**config.mk**
```make
export PLATFORM = sky130hd
export DESIGN_NAME = dmem_sram_bridge
export DESIGN_NICKNAME = d
export VERILOG_FILES = /design/src/rtl/dmem_sram_bridge.sv
export SDC_FILE = /design/constraint.sdc
export NUM_CORES = 1
export LEC_CHECK = 0
export CAP_MARGIN = 20
export CORE_MARGIN = 2
export CORE_UTILIZATION = 50
export DETAILED_ROUTE_END_ITERATION = 7
export DONT_BUFFER_PORTS = 1
export GPL_TIMING_DRIVEN = 0
export HOLD_SLACK_MARGIN = 0.05
export MAX_ROUTING_LAYER = met4
export PLACE_DENSITY = 0.68
export SETUP_SLACK_MARGIN = 0.2
export SLEW_MARGIN = 40
export SYNTH_ARGS = -nofsm -noshare
export SYNTH_HDL_FRONTEND = slang
export SYNTH_SLANG_ARGS = --single-unit
```
**constraint.sdc**
```tcl
create_clock -name clk -period 2.1 [get_ports clk]
set_input_delay 0.42 -clock clk [delete_from_list [all_inputs] [get_ports clk]]
set_output_delay 0.42 -clock clk [all_outputs]
set_load 0.05 [all_outputs]
```
**src/rtl/dmem_sram_bridge.sv**
```systemverilog
// MEM-stage data RAM responder that serves 32-bit byte-lane requests on an
// external 8-bit asynchronous SRAM, one byte per access, stalling the pipeline meanwhile.
module dmem_sram_bridge #(
  parameter int SRAM_AW = 20,
  parameter int RD_WAIT = 1
) (
  input  logic               clk,
  input  logic               rst,
  input  logic               ce_i,
  input  logic               we_i,
  input  logic [31:0]        addr_i,
  input  logic [3:0]         sel_i,
  input  logic [31:0]        data_i,
  output logic [31:0]        data_o,
  output logic               stallreq_o,
  output logic [SRAM_AW-1:0] sram_addr_o,
  output logic [7:0]         sram_dq_o,
  output logic               sram_dq_oe_o,
  input  logic [7:0]         sram_dq_i,
  output logic               sram_ce_n_o,
  output logic               sram_oe_n_o,
  output logic               sram_we_n_o
);

  localparam logic [2:0] S_IDLE = 3'd0;
  localparam logic [2:0] S_RD   = 3'd1;
  localparam logic [2:0] S_WS   = 3'd2;
  localparam logic [2:0] S_WP   = 3'd3;
  localparam logic [2:0] S_DONE = 3'd4;

  localparam logic [2:0] RD_LAST = 3'(RD_WAIT);

  logic [2:0]         state_q, state_d;
  logic               we_q, we_d;
  logic [SRAM_AW-3:0] addr_q, addr_d;
  logic [3:0]         sel_q, sel_d;
  logic [31:0]        wdata_q, wdata_d;
  logic [1:0]         lane_q, lane_d;
  logic [2:0]         cnt_q, cnt_d;
  logic [31:0]        asm_q, asm_d;
  logic [SRAM_AW-1:0] sramAddr_q, sramAddr_d;
  logic [7:0]         dqOut_q, dqOut_d;
  logic               dqOe_q, dqOe_d;
  logic               ceN_q, ceN_d;
  logic               oeN_q, oeN_d;
  logic               weN_q, weN_d;
  logic [31:0]        dataOut_q, dataOut_d;

  logic [3:0] rest;
  logic [1:0] nextLane;
  logic [1:0] startLane;
  logic       unused_addr;

  function automatic logic [1:0] hiLane(input logic [3:0] s);
    if (s[3])      return 2'd3;
    else if (s[2]) return 2'd2;
    else if (s[1]) return 2'd1;
    else           return 2'd0;
  endfunction

  function automatic logic [7:0] laneByte(input logic [31:0] w, input logic [1:0] l);
    return w[{l, 3'b000} +: 8];
  endfunction

  assign unused_addr = ^{addr_i[31:SRAM_AW], addr_i[1:0]};

  assign stallreq_o   = ce_i && (sel_i != 4'b0000) && (state_q != S_DONE);
  assign data_o       = dataOut_q;
  assign sram_addr_o  = sramAddr_q;
  assign sram_dq_o    = dqOut_q;
  assign sram_dq_oe_o = dqOe_q;
  assign sram_ce_n_o  = ceN_q;
  assign sram_oe_n_o  = oeN_q;
  assign sram_we_n_o  = weN_q;

  // SRAM pin values are computed for the state being entered, so they are
  // registered alongside the state and never glitch. Lane L sits at offset 3-L (= ~L).
  always_comb begin
    state_d    = state_q;
    we_d       = we_q;
    addr_d     = addr_q;
    sel_d      = sel_q;
    wdata_d    = wdata_q;
    lane_d     = lane_q;
    cnt_d      = cnt_q;
    asm_d      = asm_q;
    sramAddr_d = sramAddr_q;
    dqOut_d    = dqOut_q;
    dqOe_d     = 1'b0;
    ceN_d      = 1'b1;
    oeN_d      = 1'b1;
    weN_d      = 1'b1;
    dataOut_d  = 32'h0;
    rest       = sel_q & ~(4'b0001 << lane_q);
    nextLane   = hiLane(rest);
    startLane  = hiLane(sel_i);

    case (state_q)
      S_IDLE: begin
        if (ce_i && (sel_i != 4'b0000)) begin
          we_d       = we_i;
          addr_d     = addr_i[SRAM_AW-1:2];
          sel_d      = sel_i;
          wdata_d    = data_i;
          lane_d     = startLane;
          cnt_d      = 3'd0;
          asm_d      = 32'h0;
          sramAddr_d = {addr_i[SRAM_AW-1:2], ~startLane};
          ceN_d      = 1'b0;
          if (we_i) begin
            state_d = S_WS;
            dqOe_d  = 1'b1;
            dqOut_d = laneByte(data_i, startLane);
          end else begin
            state_d = S_RD;
            oeN_d   = 1'b0;
          end
        end
      end

      S_RD: begin
        ceN_d = 1'b0;
        oeN_d = 1'b0;
        if (cnt_q == RD_LAST) begin
          asm_d[{lane_q, 3'b000} +: 8] = sram_dq_i;
          cnt_d = 3'd0;
          sel_d = rest;
          if (rest != 4'b0000) begin
            lane_d     = nextLane;
            sramAddr_d = {addr_q, ~nextLane};
          end else begin
            state_d   = S_DONE;
            ceN_d     = 1'b1;
            oeN_d     = 1'b1;
            dataOut_d = asm_d;
          end
        end else begin
          cnt_d = cnt_q + 3'd1;
        end
      end

      S_WS: begin
        state_d = S_WP;
        ceN_d   = 1'b0;
        weN_d   = 1'b0;
        dqOe_d  = 1'b1;
      end

      S_WP: begin
        sel_d = rest;
        if (rest != 4'b0000) begin
          state_d    = S_WS;
          lane_d     = nextLane;
          sramAddr_d = {addr_q, ~nextLane};
          dqOut_d    = laneByte(wdata_q, nextLane);
          ceN_d      = 1'b0;
          dqOe_d     = 1'b1;
        end else begin
          state_d = S_DONE;
        end
      end

      S_DONE: begin
        state_d = S_IDLE;
      end

      default: begin
        state_d = S_IDLE;
      end
    endcase
  end

  always_ff @(posedge clk) begin
    if (rst) begin
      state_q    <= S_IDLE;
      we_q       <= 1'b0;
      addr_q     <= '0;
      sel_q      <= 4'b0000;
      wdata_q    <= 32'h0;
      lane_q     <= 2'd0;
      cnt_q      <= 3'd0;
      asm_q      <= 32'h0;
      sramAddr_q <= '0;
      dqOut_q    <= 8'h00;
      dqOe_q     <= 1'b0;
      ceN_q      <= 1'b1;
      oeN_q      <= 1'b1;
      weN_q      <= 1'b1;
      dataOut_q  <= 32'h0;
    end else begin
      state_q    <= state_d;
      we_q       <= we_d;
      addr_q     <= addr_d;
      sel_q      <= sel_d;
      wdata_q    <= wdata_d;
      lane_q     <= lane_d;
      cnt_q      <= cnt_d;
      asm_q      <= asm_d;
      sramAddr_q <= sramAddr_d;
      dqOut_q    <= dqOut_d;
      dqOe_q     <= dqOe_d;
      ceN_q      <= ceN_d;
      oeN_q      <= oeN_d;
      weN_q      <= weN_d;
      dataOut_q  <= dataOut_d;
    end
  end

endmodule

```
# Word-level counts from Yosys, hierarchy flattened
# Cells that the tools add are included.
[totals]
out_inout_bits = 65
reg_bits = 158
elab_cells = 97
[op_classes]
bitwise = 6
n_addsub = 2
reduce_logical = 15
shift = 5
mux = 45
n_eq_ne = 10
[op_table]
columns = ["operator", "n"]
rows = [
  ["2-to-1 mux 32 bit", 2],
  ["one-hot mux 32 bit (2 select lines)", 1],
  ["indexed part select 32 x 6 -> 8 bit", 2],
  ["2-to-1 mux 20 bit", 3],
  ["one-hot mux 20 bit (3 select lines)", 1],
  ["bitwise mux 32 bit", 1],
  ["variable shift 8 x 7 -> 32 bit (first input constant)", 1],
  ["indexed part select 8 x 7 -> 32 bit", 1],
  ["2-to-1 mux 8 bit", 3],
  ["2-to-1 mux 3 bit", 6],
  ["2-to-1 mux 2 bit", 8],
  ["one-hot mux 8 bit (2 select lines)", 1],
  ["one-hot mux 3 bit (4 select lines)", 1],
  ["one-hot mux 4 bit (3 select lines)", 1],
  ["2-to-1 mux 1 bit", 10],
  ["!= test 2 bit (second input constant)", 5],
  ["AND reduction 3 bit", 3],
  ["2-to-1 mux 4 bit", 2],
  ["nonzero test 4 bit", 2],
  ["negation 5 -> 7 bit", 1],
  ["equality test 3 x 1 -> 1 bit (second input constant)", 2],
  ["equality test 3 x 2 -> 1 bit (second input constant)", 2],
  ["one-hot mux 2 bit (3 select lines)", 1],
  ["one-hot mux 3 bit (2 select lines)", 1],
  ["17 further kinds", 22],
]

# Logic depth before layout (Yosys ltp)
# Gate-level depths: netlist (run 1).
[depth]
depth_word = 10
mapped_depth = 9
ltp_nobuf = 7

# Worst setup path after synthesis (run 1)
# No wires, ideal clock.
[synth_path]
kind = "register -> register"
startpoint = "register lane_q[0]"
endpoint = "register asm_q[16]"
setup_time_ns = 0.065
t_arrival_ns = 1.953
stages_incl_launch_ff = 9
setup_slack_ns = 0.082
synth_period_minus_slack_ns = 2.018
required_time_ns = 2.035
n_path_buf = 1
cell_sequence = "dfxtp_1 -> inv_1 -> ha_1 -> nand2_1 -> nor3_1 -> and2_1 -> buf_2 -> a22oi_1 -> nor2_1"
[synth_via]
elab_chain_len = 5
elab_cells_between_ends = 6
cone_classes = "1 x add/sub; 2 x shift; 3 x mux"
[synth_lines]
columns = ["element", "line_no", "rtl"]
rows = [
  ["from (decl)", "38", "logic [1:0] lane_q, lane_d;"],
  ["from (signal assigned)", "196", "lane_q <= lane_d;"],
  ["negation 5 -> 7 bit *", "125", "asm_d[{lane_q, 3'b000} +: 8] = sram_dq_i;"],
  ["indexed part select 8 x 7 -> 32 bit / variable shift 8 x 7 -> 32 bit (equally long branches)", "125", ""],
  ["bitwise mux 32 bit *", "125", ""],
  ["2-to-1 mux 32 bit *", "124", "if (cnt_q == RD_LAST) begin"],
  ["one-hot mux 32 bit (2 select lines) *", "98", "case (state_q)"],
  ["to (signal assigned)", "198", "asm_q <= asm_d;"],
  ["to (decl)", "40", "logic [31:0] asm_q, asm_d;"],
]
# Every way passes the cells marked *; elsewhere a longest branch is shown, timed or not. The select of a mux whose other input is x is not followed.
# A chain may end at the register's enable or synchronous reset.

# Final worst setup path (run 1)
[layout_path]
startpoint = "register state_q[2]"
endpoint = "register asm_q[15]"
[layout_via]
elab_chain_len = 3
elab_cells_between_ends = 7
cone_classes = "3 x eq/ne; 1 x mux; 3 x reduce/logical"
[layout_lines]
columns = ["element", "line_no", "rtl"]
rows = [
  ["from (decl)", "33", "logic [2:0] state_q, state_d;"],
  ["from (signal assigned)", "191", "state_q <= state_d;"],
  ["equality test 3 x 1 -> 1 bit / zero test 3 bit (equally long branches)", "-", ""],
  ["!= test 2 bit (no line) / nonzero test 2 bit (equally long branches)", "-", ""],
  ["AND reduction 3 bit (no line)", "-", ""],
]
# Several ways; a longest one is shown, not always the timed one.

==> flow_summary.yaml, run 1 <==
grt:
  first_global_vias: 5515
  globalRoute.totalOverflow: 0
  antenna_found_initial: 0
  grt_use_total_pct: 26.13
  maximum_number_of_pins_on_one_net_before_global_route_repair: 17
  first_pass_grt_wire_length_um: 28460
worst_setup_path:
  worst_path_max_delay_cell: "nor4b_4"
  crit_path_max_fanout: 10
  worst_path_largest_cell_delay_ps: 370
  timing.setup.critical_path_class: "register to register"
  worstPathCellList: "buf_6, nor4b_4, a21boi_4, buf_8, a21oi_2, a22oi_1, nor2_1"
  cp.required_ps: 2400
  timing.critical_path.buf_inv: 2
  crit_path_end_kind: "register"
  start_kind: "register"
  cp_top_delay_family: "compound AO/OA/AOI/OAI gates"
  critPathArrivalTime_ps: 2190
outcome:
  outcome: "finished clean"
timing:
  setup_viol_count_final: 0
  timing.final.crit_share_pct: 90.05
  timing_worst_slew_pin_value_ps: 618.4
  timing.final.max_slew_violations: 0
  finalClockSkew_ps: 15.75
  max_freq_ghz: 0.5288
  timing.max_slew.rel_slack_pct: 58.32
  final_hold_viol_count: 0
  unrepaired_setup_endpoints_after_global_routing: "yes"
  period_needed_ps: 1891
placement:
  dpl.hpwl_um: 12840
  place_congestion: 0.9054
  place.port_buffers: 0
  placedCellCount: 970
clocking:
  clk_pin_slew_worst_paths_ps: 60
  clk-insertion-delay-late_ps: 440
  numCtsBuffers: 17
  numClockSinks: 158
  cts_root_buffer: "clkbuf_16"
  cts-htree-levels: 4
  tritoncts: "built"
  cts_max_path_buffers: 2
logic_synthesis:
  edff_count_synth: 0
  share_of_cell_area_taken_by_muxes_after_synthesis_pct: 4.061
  synth_warnings: 0
  post_synth_inst_count: 794
  async_flop_share_pct: 0
  synthesis.nets: 882
  post_synth_xor_area_fraction_pct: 0.1310
  synth-simple-area-share_pct: 20.91
  synth_compound_area_share_pct: 21.11
  main_combinational_cell_family_by_area_after_synthesis: "compound AO/OA/AOI/OAI gates"
  synth.distinct_cells: 50
  synth.top_cells.by_area: "dfxtp_1 (47%), nand2_1 (7.3%), a21oi_1 (7.0%)"
  postSynthRegisterBits: 158
  adder_cell_fraction_of_synth_area_pct: 1.497
  synth_most_common_cell: "dfxtp_1"
  yosysTopAreaCellShare_pct: 47.31
  post_synth_top_area_cell: "dfxtp_1"
  post_synth.cell_area_avg_sq_um: 8.420
  cell_types_with_the_highest_counts_after_synthesis: "dfxtp_1 (158), nand2_1 (130), nor2_1 (104)"
  synth.cell_area_sq_um: 6685
  dominantRegCellSynth: "dfxtp_1"
  sequential_cell_area_fraction_in_the_yosys_report_pct: 47.31
floorplanning:
  num_rows: 42
  dieArea_sq_um: 14310
  coreArea_sq_um: 13140
  die_w_um: 119.6
  initial_core_util_pct: 50.89
  die_y_um: 119.6
  ports_placed_on_the_boundary: 145
layout:
  layout-drive-gt1-share_pct: 19.37
  finalNetCount: 932
  diodes: 0
  finalCoreUtilization_pct: 63.02
  non_filler_cells_in_the_finished_layout: 1033
  flow.area_growth_from_synthesis_pct: 23.84
power:
  total_power_divided_by_cell_area_nw_per_um2: 1018
  power_leakage_nw: 3.136
  design_power_total_w: 0.008430
  ir_worst_vdd_mv: 0.6566
detailed_routing:
  routedWlPerCell_um: 18.38
  detail_route.drc_violations: 0
  drt_iter0_markers: 529
  via_per_inst: 5.757
  antenna_violating_nets_post_route: 0
  drt_first_pass_iters: 5
  wirelength_um: 18980
  route.vias.total: 5947
flow_run:
  total_of_max_cap_violations: 0
worst_hold_path:
  hp-class: "input pin to register"
[metal layers]
layer  global-route usage (%)  wire length (um)  vias up
met5                        -                 0        -
met2                    43.25              9401      220
li1                         -                 -     2841
met4                    8.162               412        0
met3                    7.700              1341       30
met1                    30.74              7827     2856
[worst reg2reg max path: cells and delay by family, from the launching register on]
family          cells  cell delay (ps)
simple gates        2              440
buf+inv             2              330
flops               1              310
compound gates      3              680
[area by class of cell]
type	count	area [sq um]
Buffer	64	401.6
Clock buffer	20	456.7
Sequential cell	158	3173
Fill cell	1090	4858
Timing Repair Buffer	32	276.5
Multi-Input combinational cell	564	3520
Tap cell	176	220.2
Clock inverter	12	190.2
Inverter	7	41.29
[path summary, 6_finish.rpt]
kind | slack (ps) | to | cells past startpoint | startpoint
setup / recovery | 210 | asm_q[15] | 7 | state_q[2]
hold / removal | 110 | wdata_q[24] | 2 | data_i[24]
setup reg to reg | 210 | asm_q[15] | 7 | state_q[2]
hold reg to reg | 460 | addr_q[15] | 2 | addr_q[15]
[registers in the layout (all words and copies together) (netlist names), 2 cells and up]
register	count
sel_q	4
wdata_q	32
data_o	32
sram_dq_o	8
addr_q	18
asm_q	32
cnt_q	3
state_q	3
sram_addr_o	20
lane_q	2
[what timing repair did]
| action | 4_1_cts | 5_1_grt |
|---|---|---|
| pin swaps | 13 | 23 |
| endpoints found under the setup margin | 152 | 102 |
| buffers inserted | 19 | 11 |
| hold buffers | 0 | 0 |
| cloned | 2 | 0 |
| gates resized for setup | 58 | 58 |
[cell families (layout without fill, tap and decap cells)]
group | after synthesis | after routing
mux | 27 | 27
fa+ha+maj | 8 | 8
xor+xnor | 1 | 1
flops | 158 | 158
buf+inv | 72 | 135
simple gates | 312 | 312
compound gates | 216 | 216
[layout by cell type (no fill, tap or decap), types with 8 or more instances in the layout]
cell type / netlist / layout
a211oi_1: 40 / 28
a211oi_2: 0 / 12
a21oi_1: 94 / 90
a22oi_1: 32 / 29
a31oi_1: 8 / 8
buf_1: 10 / 9
buf_4: 10 / 37
buf_6: 1 / 11
clkbuf_1: 30 / 22
clkbuf_16: 0 / 17
dfxtp_1: 158 / 154
mux2i_1: 26 / 26
nand2_1: 130 / 130
nand2b_1: 12 / 9
nor2_1: 104 / 101
nor2b_1: 36 / 36
o21ai_0: 17 / 16
[power by group]
group / internal [W] / total, W / switching, W
registers: 0.00318 / 0.00361 / 0.000427
clock network: 0.00216 / 0.00338 / 0.00122
logic: 0.000604 / 0.00144 / 0.000836
total: 0.00595 / 0.00843 / 0.00248
[stage by stage]
stage	area (sq um)	setup slack, ps	setup TNS (ps)	hold slack, ps
floorplan	6689	129.6	0	433.2
global placement	6909	-306.8	-16620	438.7
detailed placement	6930	-331.5	-18450	446.9
CTS	7985	162.7	0	108.3
global route	8279	133.1	0	103.0
finish	8279	209.0	0	109.7
No activity file was read; power rests on OpenSTA's default activity.
==> inputs of run 2 (changes only) <==
--- a/constraint.sdc
+++ b/constraint.sdc
@@ -3,2 +3,2 @@
 set_output_delay 0.42 -clock clk [all_outputs]
-set_load 0.05 [all_outputs]
+set_load 0.02 [all_outputs]
==> flow_summary.yaml, run 2 (same netlist as run 1, synthesis figures left out) <==
timing:
  period_needed_ps: 1870
  timing.final.max_slew_violations: 0
  hold_slack_ps: 111.2
  timing_worst_slew_pin_value_ps: 648.8
  setup_viol_count_final: 0
  totalNegativeSetupSlack_ps: 0
  timing.max_slew.rel_slack_pct: 56.18
  final_hold_viol_count: 0
  unrepaired_setup_endpoints_after_global_routing: "yes"
  timing.final.crit_share_pct: 89.04
  max_freq_ghz: 0.5348
  finalClockSkew_ps: 10.23
worst_setup_path:
  crit_path_end_kind: "register"
  cp.required_ps: 2440
  setup.reg_to_reg.worst_slack_ps: 230
  critical_path.endpoint: "sram_addr_o[6]"
  rr_startpoint: "lane_q[0]"
  start_kind: "register"
  crit_path_max_fanout: 7
  timing.rr.end: "sram_addr_o[6]"
  timing.setup.critical_path_class: "register to register"
  critPathArrivalTime_ps: 2210
  ff2ff_path_depth: 9
  startpoint: "lane_q[0]"
flow_run:
  total_of_max_cap_violations: 0
detailed_routing:
  via_per_inst: 5.732
  route.vias.total: 5927
  wirelength_um: 18610
  drt_iter0_markers: 476
  detail_route.drc_violations: 0
  antenna_violating_nets_post_route: 0
  routedWlPerCell_um: 18.00
  drt_first_pass_iters: 5
grt:
  use_met1_pct: 29.19
  global_route.peak_usage_layer: "met2"
  maximum_number_of_pins_on_one_net_before_global_route_repair: 17
  grt_use_total_pct: 25.53
  grt_util_met2_pct: 41.32
  grt_util_met3_pct: 8.603
  first_pass_grt_wire_length_um: 27730
  first_global_vias: 5514
  globalRoute.totalOverflow: 0
  antenna_found_initial: 0
floorplanning:
  coreArea_sq_um: 13140
  num_rows: 42
  die_w_um: 119.6
  dieArea_sq_um: 14310
  die_y_um: 119.6
  ports_placed_on_the_boundary: 145
  initial_core_util_pct: 50.89
power:
  total_power_divided_by_cell_area_nw_per_um2: 954.6
  comb_power_share_pct: 18.3
  power.switching_fraction_pct: 28.55
  power_leakage_nw: 3.107
  seq_power_share_pct: 43.7
  power_switching_w: 0.002235
  ir_worst_vdd_mv: 0.5483
  cell_internal_pwr_w: 0.005594
  clock_power_share_pct: 38.0
  design_power_total_w: 0.007829
clocking:
  cts-htree-levels: 4
  cts_max_path_buffers: 2
  clk-insertion-delay-late_ps: 430
  numClockSinks: 158
  tritoncts: "built"
  cts_root_buffer: "clkbuf_16"
  numCtsBuffers: 17
  clk_pin_slew_worst_paths_ps: 60
layout:
  finalNetCount: 936
  final_common_cell: "dfxtp_1"
  most_used_cells_in_the_layout_excluding_fill_and_tap_cells: "dfxtp_1 (156), nand2_1 (130), nor2_1 (98)"
  final_cell_area_sq_um: 8202
  flow.area_growth_from_synthesis_pct: 22.68
  layout-drive-gt1-share_pct: 19.25
  fill_cells: 1119
placement:
  place.port_buffers: 0
  place_congestion: 0.9054
  dpl_cell_area_sq_um: 6927
  dpl.hpwl_um: 12870
worst_hold_path:
  hp-class: "input pin to register"
outcome:
  outcome: "finished clean"
==> run 2: cell count changes in the layout (fill, tap and decap cells not counted), moves of 3 or more <==
cell	change
buf_4	+6
a22oi_1	+3
a22oi_2	-3
bufinv_16	-3
nor2_1	-3
nor2_2	+3
==> run 2: metal layers <==
metal,vias to the layer above,part of all wire [%],routed length (um)
met4,0,2.4,456
met2,245,49,9043
met1,2793,41,7606
met5,-,0,0
li1,2847,-,-
met3,42,8.1,1506
==> run 2: stage by stage <==
stage	setup slack (ps)	utilization [%]	std cells
floorplan	129.6	-	794
finish	230.1	62.43	1034
CTS	153.8	59.52	1016
global route	164.0	62.41	1033
global placement	-306.8	52.59	970
detailed placement	-318.6	52.72	970
==> run 2: repair_timing <==
action | CTS | global route
resized for setup | 50 | 64
setup endpoints to repair | 152 | 100
cloned | 0 | 2
buffers inserted | 18 | 16
hold buffers | 0 | 0
pin swaps | 7 | 27
==> run 2: layout make-up <==
class / instances / area, sq um / area share [%]
diodes: 1 / 2.502 / 0.03051
clock buffers: 21 / 470.5 / 5.736
repair buffers: 36 / 290.3 / 3.539
plain buffers: 64 / 402.9 / 4.912
inverters: 7 / 41.29 / 0.5034
clock inverters: 7 / 90.09 / 1.098
well taps: 176 / 220.2 / 2.685
multi-input cells: 564 / 3513 / 42.84
flip-flops and latches: 158 / 3171 / 38.66
==> run 2: how the worst min path moves through the flow <==
stage / start / endpoint / slack [ps] / cells after the start
floorplan: wdata_q[16] / wdata_q[16] / 430 / 2
global placement: wdata_q[18] / wdata_q[18] / 440 / 2
detailed placement: wdata_q[20] / wdata_q[20] / 450 / 2
CTS: addr_i[14] / addr_q[12] / 110 / 2
global route: data_i[6] / wdata_q[6] / 110 / 2
finish: data_i[4] / wdata_q[4] / 110 / 2
==> run 2: power groups by stage <==
| stage | sequential, W | clock [W] | combinational, W |
|---|---|---|---|
| 4_1_cts | 0.00341 | 0.00300 | 0.00121 |
| 3_3_place_gp | 0.00346 | 0 | 0.00102 |
| 6_report | 0.00342 | 0.00298 | 0.00143 |
| 5_1_grt | 0.00344 | 0.00314 | 0.00154 |
| 2_1_floorplan | 0.00343 | 0 | 0.000799 |
| 3_5_place_dp | 0.00347 | 0 | 0.00105 |
==> run 2: critical path: stages (launching register included) <==
cell and delay, ps:
dfxtp_4 390, inv_8 100, ha_4 140, nand2b_4 110, clkbuf_8 140, a41oi_2 140
o21a_4 290, buf_6 140, buf_12 130, a211oi_1 200
==> inputs of run 3 (changes only) <==
- CORE_UTILIZATION: 50 -> 40
- PLACE_DENSITY: 0.68 -> not set
==> flow_summary.yaml, run 3 (same netlist as run 1, synthesis figures left out) <==
detailed_routing:
  drt_iter0_markers: 308
  detail_route.drc_violations: 0
  drt_first_pass_iters: 5
  wirelength_um: 18750
  antenna_violating_nets_post_route: 0
  route.vias.total: 5715
  routedWlPerCell_um: 17.47
  via_per_inst: 5.326
worst_setup_path:
  crit_path_end_kind: "register"
  ff2ff_path_depth: 9
  critPathArrivalTime_ps: 2260
  crit_path_max_fanout: 5
  cp.required_ps: 2450
  timing.setup.critical_path_class: "register to register"
  start_kind: "register"
grt:
  grt_use_total_pct: 21.48
  first_global_vias: 5524
  globalRoute.totalOverflow: 0
  antenna_found_initial: 0
  maximum_number_of_pins_on_one_net_before_global_route_repair: 17
  first_pass_grt_wire_length_um: 29210
clocking:
  cts-htree-levels: 4
  tritoncts: "built"
  clk_pin_slew_worst_paths_ps: 60
  clk-insertion-delay-late_ps: 420
  cts_max_path_buffers: 2
  numCtsBuffers: 17
  numClockSinks: 158
  cts_root_buffer: "clkbuf_16"
  postCtsHoldBufs: 0
timing:
  setup_viol_count_final: 0
  timing_worst_slew_pin_value_ps: 755.9
  timing.final.max_slew_violations: 0
  max_freq_ghz: 0.5233
  finalClockSkew_ps: 8.210
  hold_slack_ps: 125.2
  period_needed_ps: 1911
  timing.final.crit_share_pct: 91.00
  final_hold_viol_count: 0
  timing.max_slew.rel_slack_pct: 48.95
  unrepaired_setup_endpoints_after_global_routing: "yes"
floorplanning:
  coreArea_sq_um: 16470
  die_y_um: 133.3
  die_w_um: 133.3
  dieArea_sq_um: 17760
  initial_core_util_pct: 40.60
  ports_placed_on_the_boundary: 145
  num_rows: 47
power:
  ir_worst_vdd_mv: 0.6985
  total_power_divided_by_cell_area_nw_per_um2: 976.7
  power_leakage_nw: 3.132
  design_power_total_w: 0.008141
placement:
  place.port_buffers: 0
  dpl_cell_area_sq_um: 6982
  dpl.hpwl_um: 12940
  place_congestion: 0.8023
worst_hold_path:
  hp-class: "input pin to register"
  min_path_cells: 2
layout:
  final_common_cell: "dfxtp_1"
  finalNetCount: 929
  layout-drive-gt1-share_pct: 19.70
  final_cell_area_sq_um: 8335
  most_used_cells_in_the_layout_excluding_fill_and_tap_cells: "dfxtp_1 (155), nand2_1 (130), nor2_1 (96)"
  diodes: 0
  fill_cells: 1613
  flow.area_growth_from_synthesis_pct: 24.69
outcome:
  outcome: "finished clean"
flow_run:
  total_of_max_cap_violations: 0
[run 3: changes by cell type in the layout (fill, tap and decap cells not counted), moves of 2 or more]
cell,delta
buf_2,+2
buf_4,-9
buf_8,+3
bufinv_16,+2
clkbuf_1,-2
clkbuf_4,-3
clkbuf_8,-2
ha_2,-2
ha_4,+2
nor2_1,-2
nor2_2,+2
nor3_2,+2
[run 3: final cells by class]
type                       instances  area (sq um)  share of cell area, %
multi-input combinational        564          3553                  42.63
sequential                       158          3172                  38.05
clock buffer                      20         466.7                  5.599
buffer                            64         409.1                  4.908
tap                              220         275.3                  3.302
timing repair buffer              29         254.0                  3.047
clock inverter                    11         163.9                  1.966
inverter                           7         41.29                 0.4953
[run 3: per-layer routing]
metal | wire (um) | GRT usage (%) | up-vias
met4 | 322 | 6.856 | 0
li1 | - | - | 2823
met2 | 8829 | 33.68 | 131
met1 | 8303 | 26.65 | 2733
met5 | 0 | - | -
met3 | 1294 | 6.431 | 28
[run 3: final timing paths]
check	startpoint	end	slack, ps
hold / removal	data_i[15]	wdata_q[15]	130
setup reg to reg	lane_q[1]	sram_dq_o[3]	190
hold reg to reg	addr_q[14]	addr_q[14]	450
setup / recovery	lane_q[1]	sram_dq_o[3]	190
[run 3: where the power goes]
| part | leakage (nW) | total (W) | switching [W] | internal, W |
|---|---|---|---|---|
| Clock | 0.308 | 0.00330 | 0.00123 | 0.00207 |
| Sequential | 1.29 | 0.00341 | 0.000230 | 0.00318 |
| Combinational | 1.53 | 0.00143 | 0.000829 | 0.000602 |
| Total | 3.13 | 0.00814 | 0.00229 | 0.00586 |
[run 3: through the flow]
step | util [%] | setup TNS [ps] | setup slack (ps) | std cells
final | 50.62 | 0 | 188.9 | 1073
after global routing | 50.62 | 0 | 113.9 | 1073
after CTS | 48.53 | 0 | 168.1 | 1064
after detailed placement | 42.40 | -19290 | -327.0 | 1014
after global placement | 42.29 | -31720 | -443.8 | 1014
after floorplan | - | 0 | 129.6 | 794
[run 3: what timing repair did]
action | 4_1_cts | 5_1_grt
buffers inserted | 19 | 8
gates resized for setup | 55 | 70
endpoints found under the setup margin | 152 | 140
cloned | 0 | 2
pin swaps | 8 | 28
[run 3: worst max-delay path, cell delays in order, from the launching register on]
cell and delay, ps:
dfxtp_4 440, buf_6 130, ha_4 130, nand2b_4 120, buf_8 100, nand4_1 140
a22o_4 260, buf_8 120, or2_2 280, a21oi_2 120
